**src/rtl/fifo_rd_stream.sv**
```systemverilog
// Read-side consumer of the async FIFO: issues rd_en, captures data_out and re-presents it as a valid/ready stream.
// Optional statistics counters are built when FIFO_RD_STREAM_STATS_EN is defined.
module fifo_rd_stream #(
  parameter int DATA_WIDTH = 8,
  parameter int CNT_WIDTH  = 16
) (
  input  logic                  clk_rd,
  input  logic                  rst_n,
  input  logic                  en,
  input  logic                  empty,
  input  logic [DATA_WIDTH-1:0] data_out,
  output logic                  rd_en,
  output logic                  m_valid,
  output logic [DATA_WIDTH-1:0] m_data,
  input  logic                  m_ready,
  output logic                  busy,
  output logic [CNT_WIDTH-1:0]  rd_count,
  output logic [CNT_WIDTH-1:0]  stall_count
);

  typedef enum logic [1:0] {
    ST_IDLE   = 2'd0,
    ST_STREAM = 2'd1,
    ST_DRAIN  = 2'd2
  } state_e;

  state_e                state_q;
  logic [1:0]            occ_q;
  logic [1:0]            occ_d;
  logic                  inflight_q;
  logic [DATA_WIDTH-1:0] head_q;
  logic [DATA_WIDTH-1:0] head_d;
  logic [DATA_WIDTH-1:0] tail_q;
  logic [DATA_WIDTH-1:0] tail_d;
  logic                  pop_s;
  logic [1:0]            occ_after_pop_s;
  logic [2:0]            level_s;

  assign m_valid = (occ_q != 2'd0);
  assign m_data  = head_q;
  assign busy    = (state_q == ST_STREAM) || (state_q == ST_DRAIN);

  // Read request: level counts buffered plus in-flight words after this cycle's pop, so the buffer never overflows.
  always_comb begin
    pop_s           = m_valid & m_ready;
    occ_after_pop_s = occ_q - {1'b0, pop_s};
    level_s         = {1'b0, occ_q} + {2'b00, inflight_q} - {2'b00, pop_s};
    rd_en           = (state_q == ST_STREAM) & en & ~empty & (level_s < 3'd2);
  end

  // Buffer next state: head shifts on pop, the returning word lands in the first free slot.
  always_comb begin
    head_d = head_q;
    tail_d = tail_q;
    occ_d  = level_s[1:0];
    if (pop_s) begin
      head_d = tail_q;
    end else begin
      head_d = head_q;
    end
    if (inflight_q) begin
      if (occ_after_pop_s == 2'd0) begin
        head_d = data_out;
      end else begin
        tail_d = data_out;
      end
    end else begin
      tail_d = tail_q;
    end
  end

  // Buffer storage, occupancy and in-flight tracking.
  always_ff @(posedge clk_rd or negedge rst_n) begin
    if (!rst_n) begin
      head_q     <= {DATA_WIDTH{1'b0}};
      tail_q     <= {DATA_WIDTH{1'b0}};
      occ_q      <= 2'd0;
      inflight_q <= 1'b0;
    end else begin
      head_q     <= head_d;
      tail_q     <= tail_d;
      occ_q      <= occ_d;
      inflight_q <= rd_en;
    end
  end

  // Control FSM; DRAIN keeps delivering buffered and in-flight words before returning to IDLE.
  always_ff @(posedge clk_rd or negedge rst_n) begin
    if (!rst_n) begin
      state_q <= ST_IDLE;
    end else begin
      case (state_q)
        ST_IDLE: begin
          if (en) state_q <= ST_STREAM;
          else    state_q <= ST_IDLE;
        end
        ST_STREAM: begin
          if (!en) state_q <= ST_DRAIN;
          else     state_q <= ST_STREAM;
        end
        ST_DRAIN: begin
          if (en)                                   state_q <= ST_STREAM;
          else if ((occ_q == 2'd0) && !inflight_q)  state_q <= ST_IDLE;
          else                                      state_q <= ST_DRAIN;
        end
        default: state_q <= ST_IDLE;
      endcase
    end
  end

`ifdef FIFO_RD_STREAM_STATS_EN
  logic [CNT_WIDTH-1:0] rd_count_q;
  logic [CNT_WIDTH-1:0] stall_count_q;

  // Delivery and back-pressure counters, wrapping naturally.
  always_ff @(posedge clk_rd or negedge rst_n) begin
    if (!rst_n) begin
      rd_count_q    <= {CNT_WIDTH{1'b0}};
      stall_count_q <= {CNT_WIDTH{1'b0}};
    end else begin
      if (pop_s) rd_count_q <= rd_count_q + {{(CNT_WIDTH-1){1'b0}}, 1'b1};
      else       rd_count_q <= rd_count_q;
      if (m_valid && !m_ready) stall_count_q <= stall_count_q + {{(CNT_WIDTH-1){1'b0}}, 1'b1};
      else                     stall_count_q <= stall_count_q;
    end
  end

  assign rd_count    = rd_count_q;
  assign stall_count = stall_count_q;
`else
  assign rd_count    = {CNT_WIDTH{1'b0}};
  assign stall_count = {CNT_WIDTH{1'b0}};
`endif

endmodule

```
**config.mk**
```make
export PLATFORM = sky130hd
export DESIGN_NAME = fifo_rd_stream
export DESIGN_NICKNAME = d
export VERILOG_FILES = /design/src/rtl/fifo_rd_stream.sv
export SDC_FILE = /design/constraint.sdc
export NUM_CORES = 1
export LEC_CHECK = 0
export ABC_AREA = 1
export CAP_MARGIN = 10
export CORE_UTILIZATION = 35
export CTS_CLUSTER_DIAMETER = 150
export DETAILED_ROUTE_END_ITERATION = 12
export PLACE_DENSITY = 0.7
export SYNTH_ARGS = -nofsm -noshare
export SYNTH_HDL_FRONTEND = slang
export SYNTH_SLANG_ARGS = --single-unit
```
**constraint.sdc**
```tcl
create_clock -name clk_rd -period 2.1 [get_ports clk_rd]
set_clock_uncertainty 0.05 [all_clocks]
set_input_delay 0.42 -clock clk_rd [delete_from_list [all_inputs] [get_ports clk_rd]]
set_output_delay 0.42 -clock clk_rd [all_outputs]
set_load 0.01 [all_outputs]
```
**Yosys cells after proc, flatten, opt, wreduce, memory -nomap -nowiden**

Cells that the tools add are included.

- Multipliers: 0
- Bitwise operators: 6
- Add/subtract/negate cells: 3
- Reductions and logical operators: 8
- Div/mod/pow operators: 0
- Equality and inequality tests: 2
- Mux-type cells: 8
- Order comparisons: 1
- Shift-type cells: 0

Operator list:

| kind | number |
|---|---|
| $mux 8 | 3 |
| $logic_not 2->1 | 3 |
| $mux 2 | 3 |
| $pmux 2 s3 | 1 |
| $and 1x1->1 | 4 |
| $add 2x1->3 | 1 |
| $lt 3x2->1 const B | 1 |
| $sub 3x1->3 | 1 |
| $eq 2x1->1 const B | 1 |
| $eq 2x2->1 const B | 1 |
| $not 1->1 | 2 |
| $reduce_and 2->1 | 1 |
| $reduce_bool 2->1 | 1 |
| $sub 2x1->2 | 1 |
| $logic_and 1x1->1 | 1 |
| $logic_not 1->1 | 1 |
| $logic_or 1x1->1 | 1 |
| $mux 1 | 1 |

- Output and inout port bits: 43
- Input bits: 13
- Latch bits: 0
- ROM bits: 0
- Memories: 0
- RAM bits: 0
- Word-level logic and storage cells: 33
- Register bits after elaboration: 21

**Logic depth before layout (Yosys ltp)**

Gate-level depths: netlist (run 1).

- Word-level depth: 6
- Mapped depth: 10
- Depth with buffers taken out: 9

**Worst setup path after synthesis (run 1)**

No wires, ideal clock.

- Path type: register to output
- From: register occ_q[0]
- To: output rd_en
- Cell stages (with the launch flop): 11
- Buffers on the path: 1
- Arrival: 1,851 ps
- Path slack: -221 ps
- Cell sequence: dfrtp_1 > inv_1 > nand2_4 > buf_8 > nand3_2 > nand2_1 > ha_1 > fa_1 > nor2_1 > nand3_1 > nor2_1

- Longest elaborated chain between the ends: 5

RTL lines:

| what | line | text |
|---|---|---|
| start, declared | 28 | `logic [1:0] occ_q;` |
| start signal, assigned | 77 | `occ_q <= 2'd0;` |
| start signal, assigned | 82 | `occ_q <= occ_d;` |
| $reduce_bool 2->1 | 39 | `assign m_valid = (occ_q != 2'd0);` |
| via m_valid | 13 | `output logic m_valid,` |
| $and 1x1->1 | 45 | `pop_s = m_valid & m_ready;` |
| $sub 3x1->3 | 47 | `level_s = {1'b0, occ_q} + {2'b00, inflight_q} - {2'b00, pop_s};` |
| via level_s[1] | 37 | `logic [2:0] level_s;` |
| $lt 3x2->1 | 48 | `rd_en = (state_q == ST_STREAM) & en & ~empty & (level_s < 3'd2);` |
| $and 1x1->1 | 48 |  |
| end, declared | 12 | `output logic rd_en,` |

The timed path passes the listed nets, and every way through them passes these cells.

**Final worst setup path (run 1)**

- From: register occ_q[0]
- To: output rd_en

- Longest elaborated chain between the ends: 5

RTL lines:

| what | line |
|---|---|
| parallel branches: the longest is 2 deep, another holds $add 2x1->3 | -- |
| $sub 3x1->3 * | 47 |
| via level_s[1] | 37 |
| $lt 3x2->1 * | 48 |
| $and 1x1->1 * | 48 |

Mark *: on every way through the listed nets, which the timed path passes.

==> flow_summary.json, run 1 <==
{
  "sw_frac_of_total_pct": 39.1,
  "max_stage_delay_ns": 0.44,
  "synth-edff-count": 0,
  "irDropWorstVdd_mv": 0.431,
  "ys_seq_area_share_pct": 37.9,
  "yosys-top-cells-count": "nand2_1 (42), buf_4 (32), nand3_1 (25)",
  "synth_top_area_share_pct": 37.9,
  "die-area_sq_um": 4220,
  "initial_core_util_pct": 37.3,
  "final_util_pct": 44.6,
  "cp-start-kind": "flip-flop",
  "worstPathArrival_ns": 2.02,
  "via_per_inst": 3.96,
  "regArea_sq_um": 527,
  "rsz0062_at_grt": "yes",
  "fmax_mhz": 402,
  "cts_made_buffers": 3,
  "tritoncts": "built",
  "drtIter0Drc": 35,
  "via_count": 998,
  "grt_remaining_overflow": 0,
  "io_pins": 56,
  "synth_most_common_cell": "nand2_1",
  "fp.dieH_microns": 64.9,
  "p_comb_share_pct": 52.4,
  "final_nets": 224,
  "yosys.area.top_type": "dfrtp_1",
  "ctsHtreeMaxLevel": 1,
  "cap_violations": 0,
  "diodes": 0,
  "slew_viol_final": 0,
  "io_buffers": 23,
  "synth_flop_cell": "dfrtp_1",
  "drcViolationCount": 0,
  "hpwlAfterDp_mm": 1.80,
  "cp_common_cell": "nand2_1",
  "path_max_fanout": 3,
  "root_buffer": "clkbuf_8",
  "std_cell_rows": 22,
  "finalWeightedCongestion": 0.802,
  "clock-sinks": 21,
  "die_w_microns": 64.9,
  "layout_setup_ws_ns": -0.390,
  "slowest_stage": "fa_1",
  "cts_max_path_buffers": 2,
  "ys_async_sr_fraction_pct": 100,
  "ant_nets": 0,
  "period_share_pct": 119,
  "grt_max_degree": 22,
  "power_w": 0.00206,
  "powerDensity_nw_per_um2": 1250,
  "avgRoutedWirePerCell_microns": 9.56,
  "intPower_w": 0.00126,
  "yosys.cell_types.count": 22,
  "ctsHoldBuffers": 0,
  "grt_first_pass_wirelength_mm": 4.11,
  "synth_area_sq_um": 1390,
  "clock_latency_ns": 0.26,
  "multiInputGateArea_sq_um": 623,
  "critPathKind": "reg -> out",
  "period_minus_slack_ns": 2.49,
  "avgSynthCellArea_sq_um": 8.20,
  "pwr-share-seq_pct": 34.5,
  "setup_violations": 1,
  "path_clk_slew_ns": 0.08,
  "syn_inst": 169,
  "crit_chain": "o21ai_2 > nand2_1 > nand2_1 > ha_2 > fa_1 > nor2_1 > nand3_1 > nor2_2 > buf_2",
  "p_clk_share_pct": 13.1,
  "core_area_sq_um": 3720,
  "gr-usage-all-layers_pct": 12.6,
  "final_hold_viol_count": 0,
  "hold_class": "reg -> reg",
  "outcome": "finished, violations left",
  "antenna_found_initial": 0,
  "leakage_nw": 0.901,
  "drt_wl_total_mm": 2.41,
  "ys_ff_latch": 21,
  "grt_pass1_vias": 987,
  "p_switching_w": 0.000806,
  "synth.area.top_cells": "dfrtp_1 (38%), buf_4 (17%), nand2_1 (11%)",
  "crit_required_ns": 1.63,
  "critPathCaptureType": "output pin",
  "first_pass_iters": 5,
  "violations": "setup timing",
  "layout-drive-gt1-share_pct": 15.2,
  "n_fill_cell": 373,
  "syn_to_final_growth_pct": 19.6,
  "yosys_warnings": 0
}
[power by group through the flow]
stage	clock network [W]	registers (W)	logic (W)
after floorplan	0	0.000742	0.000675
after global placement	0	0.000713	0.00105
after detailed placement	0	0.000718	0.00106
after CTS	0.000281	0.000712	0.00107
after global routing	0.000294	0.000738	0.00122
final	0.000270	0.000712	0.00108
[sequential cells by signal, indices dropped and copies added, names as in the netlist]
register    cells
tail_q          8
m_data          8
occ_q           2
inflight_q      1
state_q         2
[metal layers]
metal  up-vias  share of wire [%]  track usage, %  routed length (microns)
met5         -                  0               0                        0
met4         0                1.1            6.67                       27
met3         2                3.8           0.528                       92
met2        39                 50            23.6                     1210
met1       434                 45            14.1                     1080
li1        523                  -               -                        -
[critical path, delay by kind of cell (launching register included)]
family,cells,cell delay (ns)
fa+ha+maj,2,0.61
buf+inv,1,0.13
compound gates,1,0.16
flops,1,0.42
simple gates,5,0.42
[per-stage QoR]
stage | std cells | cell area (sq um) | worst slack (ns) | TNS [ns] | hold slack, ns
finish | 252 | 1660 | -0.390 | -0.390 | 0.426
global route | 252 | 1660 | -0.485 | -0.485 | 0.463
CTS | 250 | 1640 | -0.416 | -0.416 | 0.430
detailed placement | 246 | 1600 | -0.985 | -1.09 | 0.411
global placement | 246 | 1600 | -0.942 | -0.999 | 0.405
floorplan | 200 | 1510 | -0.153 | -0.153 | 0.0744
[cell type report]
class | count | area share [%]
inverters | 22 | 5.28
well taps | 48 | 3.62
clock buffers | 3 | 2.49
repair buffers | 35 | 18.9
flip-flops and latches | 21 | 31.8
multi-input cells | 122 | 37.6
clock inverters | 1 | 0.302
[path summary, 6_finish.rpt]
kind / startpoint / endpoint / slack [ns] / depth (start not counted)
setup / recovery: occ_q[0]$_DFF_PN0_ / rd_en / -0.39 / 9
hold / removal: tail_q[0]$_DFFE_PN0P_ / tail_q[0]$_DFFE_PN0P_ / 0.43 / 2
setup reg to reg: occ_q[0]$_DFF_PN0_ / inflight_q$_DFF_PN0_ / 0.36 / 8
hold reg to reg: tail_q[0]$_DFFE_PN0P_ / tail_q[0]$_DFFE_PN0P_ / 0.43 / 2
max in group asynchronous: rst_n / occ_q[1]$_DFF_PN0_ / 1.32 / 2
min in group asynchronous: rst_n / inflight_q$_DFF_PN0_ / 0.44 / 2
[kinds of logic (layout without fill, tap and decap cells)]
family                   Yosys count  after routing  synth area share, %
XOR/XNOR                           1              1                0.632
flip-flops                        21             21                 37.9
buffers and inverters             57             61                 25.9
other                              1             32                0.270
AO/OA/AOI/OAI                      3              3                 2.17
adder cells (fa/ha/maj)            6              6                 5.96
AND/OR/NAND/NOR                   80             80                 27.2
[repair_timing]
| action | 4_1_cts | 5_1_grt |
|---|---|---|
| buffers inserted | 0 | 2 |
| pin swaps | 1 | 2 |
| gates resized for setup | 6 | 1 |
| endpoints found under the setup margin | 1 | 1 |
| hold endpoints to repair | 0 | 0 |
[placed cells by master, fill, tap and decap left out]
| master | n |
|---|---|
| nor2_2 | 1 |
| o21ai_0 | 1 |
| nor2_1 | 3 |
| dlygate4sd2_1 | 1 |
| dfrtp_2 | 1 |
| clkinv_2 | 1 |
| nor3_1 | 2 |
| nand2_4 | 4 |
| nand2_1 | 42 |
| ha_1 | 4 |
| nand3_2 | 1 |
| ha_2 | 1 |
| o21ai_4 | 1 |
| inv_4 | 2 |
| buf_2 | 1 |
| inv_2 | 1 |
| clkbuf_8 | 3 |
| xnor2_1 | 1 |
| conb_1 | 32 |
| nand2_2 | 1 |
| buf_4 | 12 |
| inv_1 | 19 |
| o21ai_2 | 1 |
| nand3_1 | 25 |
| fa_1 | 1 |
| nor3b_1 | 1 |
| clkdlybuf4s50_1 | 21 |
| dfrtp_1 | 20 |
(Power assumes the default switching activity.)
==> inputs of run 2 (changes only) <==
Settings changed: CELL_PAD_IN_SITES_DETAIL_PLACEMENT set to 1, CELL_PAD_IN_SITES_GLOBAL_PLACEMENT set to 1, CORE_MARGIN set to 2, CORE_UTILIZATION 35 to 27, PLACE_DENSITY 0.7 to unset, PLACE_DENSITY_LB_ADDON set to 0.1.
==> run 2 against run 1 <==
Fmax shrank 1.1%. The run still ends with setup timing left. Global-route usage down 0.43 points. Count of clock-buffer cells in the layout is the same. Setup slack lost 0.027 ns. Combinational power is 8% higher. Sequential share of layout area fell by 0.98 points. Via count up 7.3%. Clock power grew 4%. Cell count rose by 9.9%. Highest routed layer unchanged. Register-to-register slack worse by 0.02 ns.
==> flow_summary.json, run 2 (synthesized netlist as in run 1, its figures left out) <==
{
  "clock-sinks": 21,
  "outcome": "finished, violations left",
  "final_cell_mix": "nand2_1 (42), conb_1 (32), nand3_1 (25)",
  "path_max_fanout": 3,
  "gr-usage-all-layers_pct": 12.1,
  "drt_wl_total_mm": 3.28,
  "initial_core_util_pct": 27.5,
  "via_count": 1071,
  "cts_made_buffers": 3,
  "grt_pass1_vias": 1088,
  "hold_depth": 2,
  "cts_max_path_buffers": 2,
  "dpl.cell_count": 268,
  "drtIter0Drc": 25,
  "die-area_sq_um": 5720,
  "slowest_stage": "fa_1",
  "crit_chain": "inv_2 > nand2_4 > nand3_2 > nand2_1 > ha_2 > fa_1 > nor2_1 > nand3_1 > nor2_2 > buf_2",
  "regArea_sq_um": 527,
  "tritoncts": "built",
  "hold_start": "tail_q[5]$_DFFE_PN0P_",
  "std_cell_rows": 26,
  "setup_violations": 1,
  "finalWeightedCongestion": 0.723,
  "critPathCaptureType": "output pin",
  "reg2reg_to": "inflight_q$_DFF_PN0_",
  "rsz0062_at_grt": "yes",
  "instances_no_fill": 277,
  "grt_first_pass_wirelength_mm": 5.28,
  "grt_remaining_overflow": 0,
  "die_w_microns": 75.7,
  "ctsHtreeMaxLevel": 1,
  "violations": "setup timing",
  "io_pins": 56,
  "first_pass_iters": 4,
  "rrSetupSlack_ns": 0.34,
  "antenna_found_initial": 0,
  "diodes": 0,
  "final_util_pct": 33.9,
  "path_clk_slew_ns": 0.09,
  "period_share_pct": 120,
  "avgRoutedWirePerCell_microns": 11.9,
  "layout_setup_ws_ns": -0.417,
  "hold_class": "reg -> reg",
  "io_buffers": 23,
  "powerDensity_nw_per_um2": 1270,
  "max_stage_delay_ns": 0.46,
  "cp-start-kind": "flip-flop",
  "place_area_sq_um": 1630,
  "critPathKind": "reg -> out",
  "reg2regPathDepth": 9,
  "fmax_mhz": 397,
  "slew_viol_final": 0,
  "multiInputGateArea_sq_um": 623,
  "finalInstanceArea_sq_um": 1710,
  "hold_end": "tail_q[5]$_DFFE_PN0P_",
  "crit_required_ns": 1.63,
  "clock_latency_ns": 0.26,
  "leakage_nw": 0.919,
  "irDropWorstVdd_mv": 0.360,
  "layout-drive-gt1-share_pct": 16.4,
  "via_per_inst": 3.87,
  "syn_to_final_growth_pct": 23.4,
  "holdWs_ns": 0.428,
  "dp_slack_ns": -1.04,
  "fp.dieH_microns": 75.7,
  "ant_nets": 0,
  "root_buffer": "clkbuf_8",
  "final_common_cell": "nand2_1",
  "period_minus_slack_ns": 2.52,
  "hpwlAfterDp_mm": 2.60,
  "grt_max_degree": 22,
  "cap_violations": 0,
  "r2r_start": "occ_q[0]$_DFF_PN0_",
  "core_area_sq_um": 5040,
  "ctsHoldBuffers": 0,
  "final_nets": 227,
  "worstPathArrival_ns": 2.05,
  "n_fill_cell": 636,
  "final_hold_viol_count": 0,
  "drcViolationCount": 0
}
==> run 2: cell types whose count changed in the layout (fill, tap and decap cells not counted) <==
cell and delta:
clkdlybuf4s50_1 -1, buf_4 +3, dlymetal6s2s_1 +1
==> run 2: worst max-delay path by stage <==
stage,start,endpoint,slack (ns),depth (start not counted)
CTS,occ_q[1]$_DFF_PN0_,rd_en,-0.47,10
finish,occ_q[0]$_DFF_PN0_,rd_en,-0.42,10
detailed placement,m_ready,rd_en,-1.04,10
global route,occ_q[0]$_DFF_PN0_,rd_en,-0.54,10
global placement,m_ready,rd_en,-0.94,10
floorplan,occ_q[1]$_DFF_PN0_,rd_en,-0.15,10
==> run 2: power by group <==
group / internal [W] / total, W / switching, W
sequential: 0.000594 / 0.000714 / 0.000120
combinational: 0.000563 / 0.00117 / 0.000606
clock: 0.000132 / 0.000281 / 0.000149
total: 0.00129 / 0.00216 / 0.000874
==> run 2: worst max-delay path: cells and delay by family, from the launching register on <==
family | cells | cell delay, ns
DFF | 1 | 0.42
buffers and inverters | 2 | 0.23
adders and majority gates | 2 | 0.63
and+or+nand+nor | 6 | 0.50
==> run 2: timing repair <==
action                                  CTS  global route
gates resized for setup                   6             2
pin swaps                                 3             2
endpoints found under the setup margin    1             2
setup buffers                             4             1
==> run 2: final cells by class <==
cell class	instances	share of cell area, %
timing repair buffer	38	19.8
sequential	21	30.8
multi-input combinational	122	36.4
tap	70	5.12
inverter	22	5.12
clock buffer	3	2.41
clock inverter	1	0.293
==> run 2: routing by layer <==
layer  track usage (%)  share of wire (%)
met1              15.2                 45
met2              21.7                 51
met3              1.59                3.8
met4              3.51                1.0
met5                 0                  0
==> run 2: metrics by stage <==
step / power, W / TNS, ns
floorplan: 0.00142 / -0.153
global placement: 0.00179 / -0.998
detailed placement: 0.00184 / -1.20
CTS: 0.00218 / -0.469
global route: 0.00237 / -0.544
finish: 0.00216 / -0.417
